### config.mk
export PLATFORM = sky130hd
export DESIGN_NAME = eth_rx_fcs_check
export DESIGN_NICKNAME = d
export VERILOG_FILES = /design/src/rtl/eth_pkg.sv /design/src/rtl/eth_crc32_d8.sv /design/src/rtl/eth_rx_fcs_check.sv
export SDC_FILE = /design/constraint.sdc
export NUM_CORES = 1
export LEC_CHECK = 0
export ABC_CLOCK_PERIOD_IN_PS = 5400
export BUFFER_PORTS_ARGS = -buffer_cell sky130_fd_sc_hd__buf_4
export CORE_UTILIZATION = 25
export CTS_CLUSTER_DIAMETER = 100
export DETAILED_ROUTE_END_ITERATION = 10
export GPL_TIMING_DRIVEN = 0
export HOLD_SLACK_MARGIN = 0.15
export PLACE_DENSITY = 0.39
export SLEW_MARGIN = 20
export SYNTH_ARGS = -nofsm -noshare
export SYNTH_HDL_FRONTEND = slang
export SYNTH_SLANG_ARGS = --single-unit
### constraint.sdc
create_clock -name clk -period 5.4 [get_ports clk]
set_clock_uncertainty 0.1 [all_clocks]
set_input_delay 0.27 -clock clk [delete_from_list [all_inputs] [get_ports clk]]
set_output_delay 0.27 -clock clk [all_outputs]
set_load 0.02 [all_outputs]
### src/rtl/eth_pkg.sv
// Shared constants, state encoding and FCS helpers for the Ethernet receive
// FCS checker.
package eth_pkg;
    localparam logic [31:0] CRC_INIT = 32'hFFFF_FFFF;
    localparam logic [31:0] CRC_POLY = 32'h04C1_1DB7;
    localparam int          CNT_W    = 16;

    typedef enum logic [1:0] {
        IDLE  = 2'd0,
        FILL  = 2'd1,
        RUN   = 2'd2,
        CHECK = 2'd3
    } rx_state_e;

    function automatic logic [7:0] bitrev8(input logic [7:0] b);
        return {b[0], b[1], b[2], b[3], b[4], b[5], b[6], b[7]};
    endfunction

    // Expected FCS in arrival order: first-received byte in the top lane.
    function automatic logic [31:0] fcs_expect(input logic [31:0] crc);
        return {~bitrev8(crc[31:24]), ~bitrev8(crc[23:16]),
                ~bitrev8(crc[15:8]),  ~bitrev8(crc[7:0])};
    endfunction
endpackage

### src/rtl/eth_crc32_d8.sv
// Combinational byte-wide CRC-32 next-state function. Byte LSB enters the
// MSB-first engine first, i.e. the byte is fed bit-reversed.
module eth_crc32_d8 import eth_pkg::*; (
    input  logic [7:0]  data_i,
    input  logic [31:0] crc_i,
    output logic [31:0] crc_o
);
    logic [31:0] c;
    logic [7:0]  d;
    logic        fb;

    always_comb begin
        c  = crc_i;
        d  = data_i;
        fb = 1'b0;
        for (int i = 0; i < 8; i++) begin
            fb = c[31] ^ d[0];
            c  = {c[30:0], 1'b0} ^ (fb ? CRC_POLY : 32'h0);
            d  = d >> 1;
        end
        crc_o = c;
    end
endmodule

### src/rtl/eth_rx_fcs_check.sv
// Receive-side FCS checker: strips the 4 trailing FCS bytes through a delay
// line, checks them against the running CRC and reports per-frame status.
module eth_rx_fcs_check import eth_pkg::*; (
    input  logic             clk,
    input  logic             rst,
    input  logic             in_valid,
    input  logic [7:0]       in_data,
    input  logic             in_sof,
    input  logic             in_eof,
    output logic             out_valid,
    output logic [7:0]       out_data,
    output logic             out_sof,
    output logic             out_eof,
    output logic             stat_valid,
    output logic             stat_fcs_ok,
    output logic             stat_runt,
    output logic             stat_abort,
    output logic [CNT_W-1:0] good_cnt,
    output logic [CNT_W-1:0] bad_cnt
);
    rx_state_e        state_q, state_d;
    logic [31:0]      crc_q, crc_d, crc_next;
    logic [3:0][7:0]  dl_q, dl_d;
    logic [2:0]       fill_q, fill_d;
    logic             first_q, first_d;
    logic             out_valid_q, out_valid_d;
    logic [7:0]       out_data_q, out_data_d;
    logic             out_sof_q, out_sof_d;
    logic             out_eof_q, out_eof_d;
    logic             stat_valid_q, stat_valid_d;
    logic             stat_ok_q, stat_ok_d;
    logic             stat_runt_q, stat_runt_d;
    logic             stat_abort_q, stat_abort_d;
    logic [CNT_W-1:0] good_q, good_d;
    logic [CNT_W-1:0] bad_q, bad_d;
    logic             start;
    logic             fcs_match;

    // dl_q[3] is the oldest byte; it is the one released to the CRC and output.
    eth_crc32_d8 u_crc (
        .data_i (dl_q[3]),
        .crc_i  (crc_q),
        .crc_o  (crc_next)
    );

    assign fcs_match = (dl_q == fcs_expect(crc_q));

    always_comb begin
        state_d      = state_q;
        crc_d        = crc_q;
        dl_d         = dl_q;
        fill_d       = fill_q;
        first_d      = first_q;
        out_valid_d  = 1'b0;
        out_data_d   = out_data_q;
        out_sof_d    = 1'b0;
        out_eof_d    = 1'b0;
        stat_valid_d = 1'b0;
        stat_ok_d    = 1'b0;
        stat_runt_d  = 1'b0;
        stat_abort_d = 1'b0;
        good_d       = good_q;
        bad_d        = bad_q;
        start        = 1'b0;

        unique case (state_q)
            IDLE: begin
                if (in_valid && in_sof) begin
                    if (in_eof) begin
                        stat_valid_d = 1'b1;
                        stat_runt_d  = 1'b1;
                    end else begin
                        start = 1'b1;
                    end
                end
            end
            FILL, RUN: begin
                if (in_valid) begin
                    if (in_sof) begin
                        // New frame preempts the old one; a sof+eof byte is itself too short.
                        stat_valid_d = 1'b1;
                        stat_abort_d = 1'b1;
                        if (in_eof) state_d = IDLE;
                        else        start   = 1'b1;
                    end else if (state_q == FILL) begin
                        if (in_eof) begin
                            stat_valid_d = 1'b1;
                            stat_runt_d  = 1'b1;
                            state_d      = IDLE;
                        end else begin
                            dl_d   = {dl_q[2:0], in_data};
                            fill_d = fill_q + 3'd1;
                            if (fill_q == 3'd3) state_d = RUN;
                        end
                    end else begin
                        dl_d        = {dl_q[2:0], in_data};
                        crc_d       = crc_next;
                        out_valid_d = 1'b1;
                        out_data_d  = dl_q[3];
                        out_sof_d   = first_q;
                        first_d     = 1'b0;
                        if (in_eof) begin
                            out_eof_d = 1'b1;
                            state_d   = CHECK;
                        end
                    end
                end
            end
            CHECK: begin
                stat_valid_d = 1'b1;
                stat_ok_d    = fcs_match;
                state_d      = IDLE;
            end
            default: state_d = IDLE;
        endcase

        if (start) begin
            dl_d    = {24'h0, in_data};
            crc_d   = CRC_INIT;
            fill_d  = 3'd1;
            first_d = 1'b1;
            state_d = FILL;
        end

        if (stat_valid_d) begin
            if (stat_ok_d) begin
                if (good_q != '1) good_d = good_q + 1'b1;
            end else begin
                if (bad_q != '1) bad_d = bad_q + 1'b1;
            end
        end
    end

    always_ff @(posedge clk or posedge rst) begin
        if (rst) begin
            state_q      <= IDLE;
            crc_q        <= CRC_INIT;
            dl_q         <= '0;
            fill_q       <= '0;
            first_q      <= 1'b0;
            out_valid_q  <= 1'b0;
            out_data_q   <= '0;
            out_sof_q    <= 1'b0;
            out_eof_q    <= 1'b0;
            stat_valid_q <= 1'b0;
            stat_ok_q    <= 1'b0;
            stat_runt_q  <= 1'b0;
            stat_abort_q <= 1'b0;
            good_q       <= '0;
            bad_q        <= '0;
        end else begin
            state_q      <= state_d;
            crc_q        <= crc_d;
            dl_q         <= dl_d;
            fill_q       <= fill_d;
            first_q      <= first_d;
            out_valid_q  <= out_valid_d;
            out_data_q   <= out_data_d;
            out_sof_q    <= out_sof_d;
            out_eof_q    <= out_eof_d;
            stat_valid_q <= stat_valid_d;
            stat_ok_q    <= stat_ok_d;
            stat_runt_q  <= stat_runt_d;
            stat_abort_q <= stat_abort_d;
            good_q       <= good_d;
            bad_q        <= bad_d;
        end
    end

    assign out_valid   = out_valid_q;
    assign out_data    = out_data_q;
    assign out_sof     = out_sof_q;
    assign out_eof     = out_eof_q;
    assign stat_valid  = stat_valid_q;
    assign stat_fcs_ok = stat_ok_q;
    assign stat_runt   = stat_runt_q;
    assign stat_abort  = stat_abort_q;
    assign good_cnt    = good_q;
    assign bad_cnt     = bad_q;
endmodule

== Word-level counts from Yosys, hierarchy flattened ==
Cells that the tools add are included.

* Input bits: 13
* Word-level logic and storage cells: 142
* Bits in registers: 117
* Output and inout port bits: 47

* Reduce and logical (&&, ||, !) cells: 14
* Add/sub/neg operators: 3
* Mux-type cells: 69
* Bitwise logic cells: 23
* Eq/ne operators: 15

{| class="wikitable"
|+ Operators by type and width
! operator !! number
|-
| two-way mux 32 bit || 11
|-
| bitwise XOR 32 bit || 7
|-
| two-way mux 27 bit || 8
|-
| adder 16 x 1 -> 16 bit (second input constant) || 2
|-
| equality test 32 bit || 1
|-
| two-way mux 1 bit || 32
|-
| inequality test 16 bit (second input constant) || 2
|-
| inverter 8 bit || 4
|-
| bitwise XOR 32 x 27 -> 32 bit || 1
|-
| two-way mux 3 bit || 6
|-
| two-way mux 2 bit || 8
|-
| inequality test 4 bit (second input constant) || 3
|-
| AND reduction 4 bit || 3
|-
| AND reduction 5 bit || 2
|-
| bitwise XOR 1 bit || 8
|-
| inequality test 3 bit (second input constant) || 2
|-
| AND reduction 3 bit || 2
|-
| nonzero test 2 bit || 3
|-
| equality test 2 bit (second input constant) || 2
|-
| inequality test 2 x 1 -> 1 bit (second input constant) || 2
|-
| case mux 1 bit (2 select lines) || 2
|-
| case mux 2 bit (2 select lines) || 1
|-
| adder 3 x 1 -> 3 bit (second input constant) || 1
|-
| equality test 3 x 2 -> 1 bit (second input constant) || 1
|-
| other kinds (8) || 10
|}

== Logic depth before layout (Yosys ltp) ==
* Depth in word-level cells: 29
* Mapped depth: 10

== Hierarchy ==
Synthesis repeated with hierarchy kept, for this count alone.

* Cell total of the unflattened synthesis: 563
* Area total of the unflattened synthesis: 6347.3 um2

{| class="wikitable"
|+ Modules (own cells, without submodules)
! module !! area an instance (um2) !! cells an instance !! times used
|-
| eth_rx_fcs_check || 5424.0 || 499 || 1
|-
| eth_crc32_d8 || 923.4 || 64 || 1
|}

== Least setup slack after synthesis ==
No wires, ideal clock.

* Path kind: register to register
* Start: register dl_q[29] (netlist bit)
* End: register bad_q[13] (netlist: bad_cnt[13])
* Required time: 5.169 ns
* Path slack: 2.990 ns
* Setup time: 0.131 ns
* Arrival: 2.179 ns
* Period minus slack after synthesis: 2.410 ns
* Cell stages (with the launch flop): 11
* Cells stage by stage: dfrtp_1 > xnor2_1 > inv_1 > ha_1 > nand3_1 > nor2_1 > nand4_1 > or2_1 > clkbuf_1 > nand4_1 > xnor2_1

* Longest elaborated chain between the ends: 4

{| class="wikitable"
|+ Ends and longest elaborated chain
! what !! line !! RTL
|-
| from (decl) || eth_rx_fcs_check.sv:23 || <nowiki>logic [3:0][7:0] dl_q, dl_d;</nowiki>
|-
| from (signal assigned) || eth_rx_fcs_check.sv:154 || <nowiki>dl_q <= dl_d;</nowiki>
|-
| equality test 32 bit || eth_rx_fcs_check.sv:46 || <nowiki>assign fcs_match = (dl_q == fcs_expect(crc_q));</nowiki>
|-
| two-way mux 1 bit || eth_rx_fcs_check.sv:66 || <nowiki>unique case (state_q)</nowiki>
|-
| inverter 1 bit (no source line) || - ||
|-
| AND reduction 3 bit (no source line) || - ||
|-
| to (signal assigned) || eth_rx_fcs_check.sv:150 || <nowiki>bad_q <= '0;</nowiki>
|-
| to (signal assigned) || eth_rx_fcs_check.sv:166 || <nowiki>bad_q <= bad_d;</nowiki>
|-
| to (decl) || eth_rx_fcs_check.sv:35 || <nowiki>logic [CNT_W-1:0] bad_q, bad_d;</nowiki>
|}

Every way passes these cells.
A chain may end at the register's enable or synchronous reset.

== Worst setup path after layout ==
* Start: register dl_q[29] (netlist bit)
* End: register bad_q[11] (netlist: bad_cnt[11])

The elaborated chain is that of the path after synthesis.

==> flow_summary.yaml <==
run_status:
  status: "complete, no violations"
global_routing:
  grt_use_total_pct: 13.9
  use_met2_pct: 22.9
  antenna_found_initial: 0
  grt-ovfl-total: 0
  grt_pass1_vias: 4641
  grt_max_degree: 65
  busiest_layer: "met2"
  grt_pass1_wl_um: 25700
  met3_usage_pct: 3.32
  grtUsageMet1_pct: 18.2
setup_path:
  cp.required_ns: 5.59
  cp-end-kind: "flop"
  critPathMaxFanout: 10
  crit_arrival_ns: 3.42
  rr_endpoint: "bad_cnt[11]$_DFFE_PP0P_"
  rr_startpoint: "dl_q[29]$_DFFE_PP0P_"
  path_class: "reg -> reg"
  rrSetupSlack_ns: 2.18
  startpoint: "dl_q[29]$_DFFE_PP0P_"
  reg2reg_depth: 10
  endpoint: "bad_cnt[11]$_DFFE_PP0P_"
  startpoint_type: "flop"
die:
  die_y_um: 157
  core_sq_mm: 0.0235
  dieArea_sq_mm: 0.0246
  rows: 56
  dieWidth_um: 157
  start_util_pct: 25.5
  io_pins: 60
clocking:
  cts.hold.buffers_added: 12
  clk_path_buf_depth: 2
  htree_levels: 4
  cts_resized: 0
  cts-root-buf: "clkbuf_16"
  clk_pin_slew_worst_paths_ns: 0.05
  cts_tree: "built"
  cts_buffers: 17
  clock_sinks: 117
  cts_setup_buffers: 0
  clk_latency_ns: 0.42
logic_synthesis:
  synth_fp_nets: 630
  ys_seq_area_share_pct: 49.5
  ys_top_cells_by_area: "dfrtp_1, dfstp_2, xnor2_1"
  yosys_warnings: 0
  synth.top_cells.by_count: "nand2_1, xnor2_1, dfrtp_1"
  yosys.cell_count.top_type: "nand2_1"
  asyncSetResetFlopFracSynth_pct: 100
  synth_top_area_share_pct: 35.5
  yosys.area.top_type: "dfrtp_1"
  synth_edf_count: 0
  ys.flop_type: "dfrtp_1"
  syn-cell-area_sq_mm: 0.00599
  synthCells: 607
  synth.avg_cell_area_sq_um: 9.87
  ys_seq_elements: 117
  synth_cell_type_count: 38
sta:
  tightestPinTransition_ns: 1.14
  fin_setup_tns_ns: 0
  fin_ws_ns: 2.18
  period_minus_slack_ns: 3.22
  rsz0062_at_grt: "no"
  relSlewSlack_pct: 23.2
  drv_slew: 0
  hold_viol_final: 0
  clock.fmax_mhz: 310
  post-route-period-util_pct: 59.7
  report.final.setup_viol: 0
detailed_routing:
  drc: 0
  finalWirelength_um: 16200
  dr.pass1.iters: 4
  avgRoutedWirePerCell_um: 15.7
  drtIter0Drc: 235
  drt-vias-per-instance: 4.46
  via_count: 4585
  ant_nets: 0
placed_design:
  dp_hpwl_um: 11800
  dpl_cell_area_sq_mm: 0.00686
  io_buffers: 58
  pre_cts_slack_ns: 2.12
  gp_congestion: 0.879
finish:
  drive_gt1_share_pct: 20.3
  ff_latch_area_sq_mm: 0.00297
  fin_util_pct: 32.1
  fin_area_sq_mm: 0.00754
  fin_nets: 720
  multi_input_area_sq_mm: 0.00287
  fill_cells: 2453
  num_antenna_cells: 0
  areaGrowthSynthToFinish_pct: 25.7
pwr:
  ir_drop_mv: 0.298
  power.leakage_nw: 3.30
  finalPower_mw: 5.59
  power_per_cell_area_mw_per_mm2: 742
run:
  cap_violations: 0
min_path:
  hp-class: "in -> reg"
## report_power, final
part | internal [mW] | leakage (nW) | total, mW | switching, mW
logic | 1.30 | 1.58 | 2.93 | 1.62
registers | 1.27 | 1.46 | 1.62 | 0.343
clock network | 0.641 | 0.263 | 1.05 | 0.408
total | 3.22 | 3.30 | 5.59 | 2.38
## worst max-delay path: stages (launching register included)
cell      delay, ns
dfrtp_1        0.41
xnor2_1        0.92
inv_1          0.11
ha_1           0.23
nand3_1        0.12
nor2_1         0.07
nand4_1        0.08
or2_1          0.22
clkbuf_1       0.43
nand4_1        0.21
xnor2_1        0.18
## worst min path at each step
stage	end	cells after the start	slack, ns	from
after detailed placement	bad_cnt[14]$_DFFE_PP0P_	2	0.27	rst
after global routing	stat_valid$_DFF_PP0_	4	0.26	in_sof
after floorplan	dl_q[0]$_DFFE_PP0P_	2	0.28	in_data[0]
after CTS	stat_valid$_DFF_PP0_	4	0.24	in_sof
after global placement	dl_q[2]$_DFFE_PP0P_	3	0.36	in_data[2]
final	stat_valid$_DFF_PP0_	4	0.26	in_sof
## metrics by stage
step / hold slack, ns / std cells
6_report: 0.263 / 1028
5_1_grt: 0.257 / 1028
4_1_cts: 0.243 / 1028
3_5_place_dp: 0.274 / 985
3_3_place_gp: 0.360 / 984
2_1_floorplan: 0.275 / 607
## cell families (layout without fill, tap and decap cells)
family	Yosys count	after routing	synth area share (%)
simple gates	249	249	19.2
xor+xnor	127	127	19.3
flops	117	117	49.5
compound gates	50	50	4.84
buf+inv	42	144	2.76
mux	12	12	2.23
fa+ha+maj	10	10	2.09
## per-layer routing
metal	wire length (um)	up-vias
met2	7570	88
met4	153	0
met3	594	11
li1	-	2232
met5	0	-
met1	7860	2254
## cell usage in the layout (no fill, tap or decap), drive strengths merged, types with 2 or more instances in the layout
cell type    instances
a31oi               14
clkinvlp             4
buf                 64
o21ai                5
dfstp               32
clkinv               4
nand2               93
a21oi               24
nor4                22
xnor2               96
nand4               15
xor2                31
and2                 3
nand3               41
nor3                13
inv                 15
dlygate4sd3         12
or3                  2
nor2                49
ha                  10
clkbuf              45
mux2                11
and3                 6
dfrtp               85
## sequential cells by signal, summed over array words and instances, names as in the netlist
name and cells:
out_eof 1, fill_q 3, out_sof 1, stat_runt 1, stat_fcs_ok 1, dl_q 32
out_data 8, good_cnt 16, out_valid 1, crc_q 32, state_q 2, stat_abort 1
first_q 1, bad_cnt 16, stat_valid 1
## final cells by class
cell class	instances	share of cell area, %
plain buffers	27	1.44
clock buffers	23	6.61
clock inverters	8	0.664
inverters	15	0.814
multi-input cells	448	38.1
flip-flops and latches	117	39.4
well taps	319	5.30
repair buffers	71	7.74
Power figures use the tool's default switching activity.
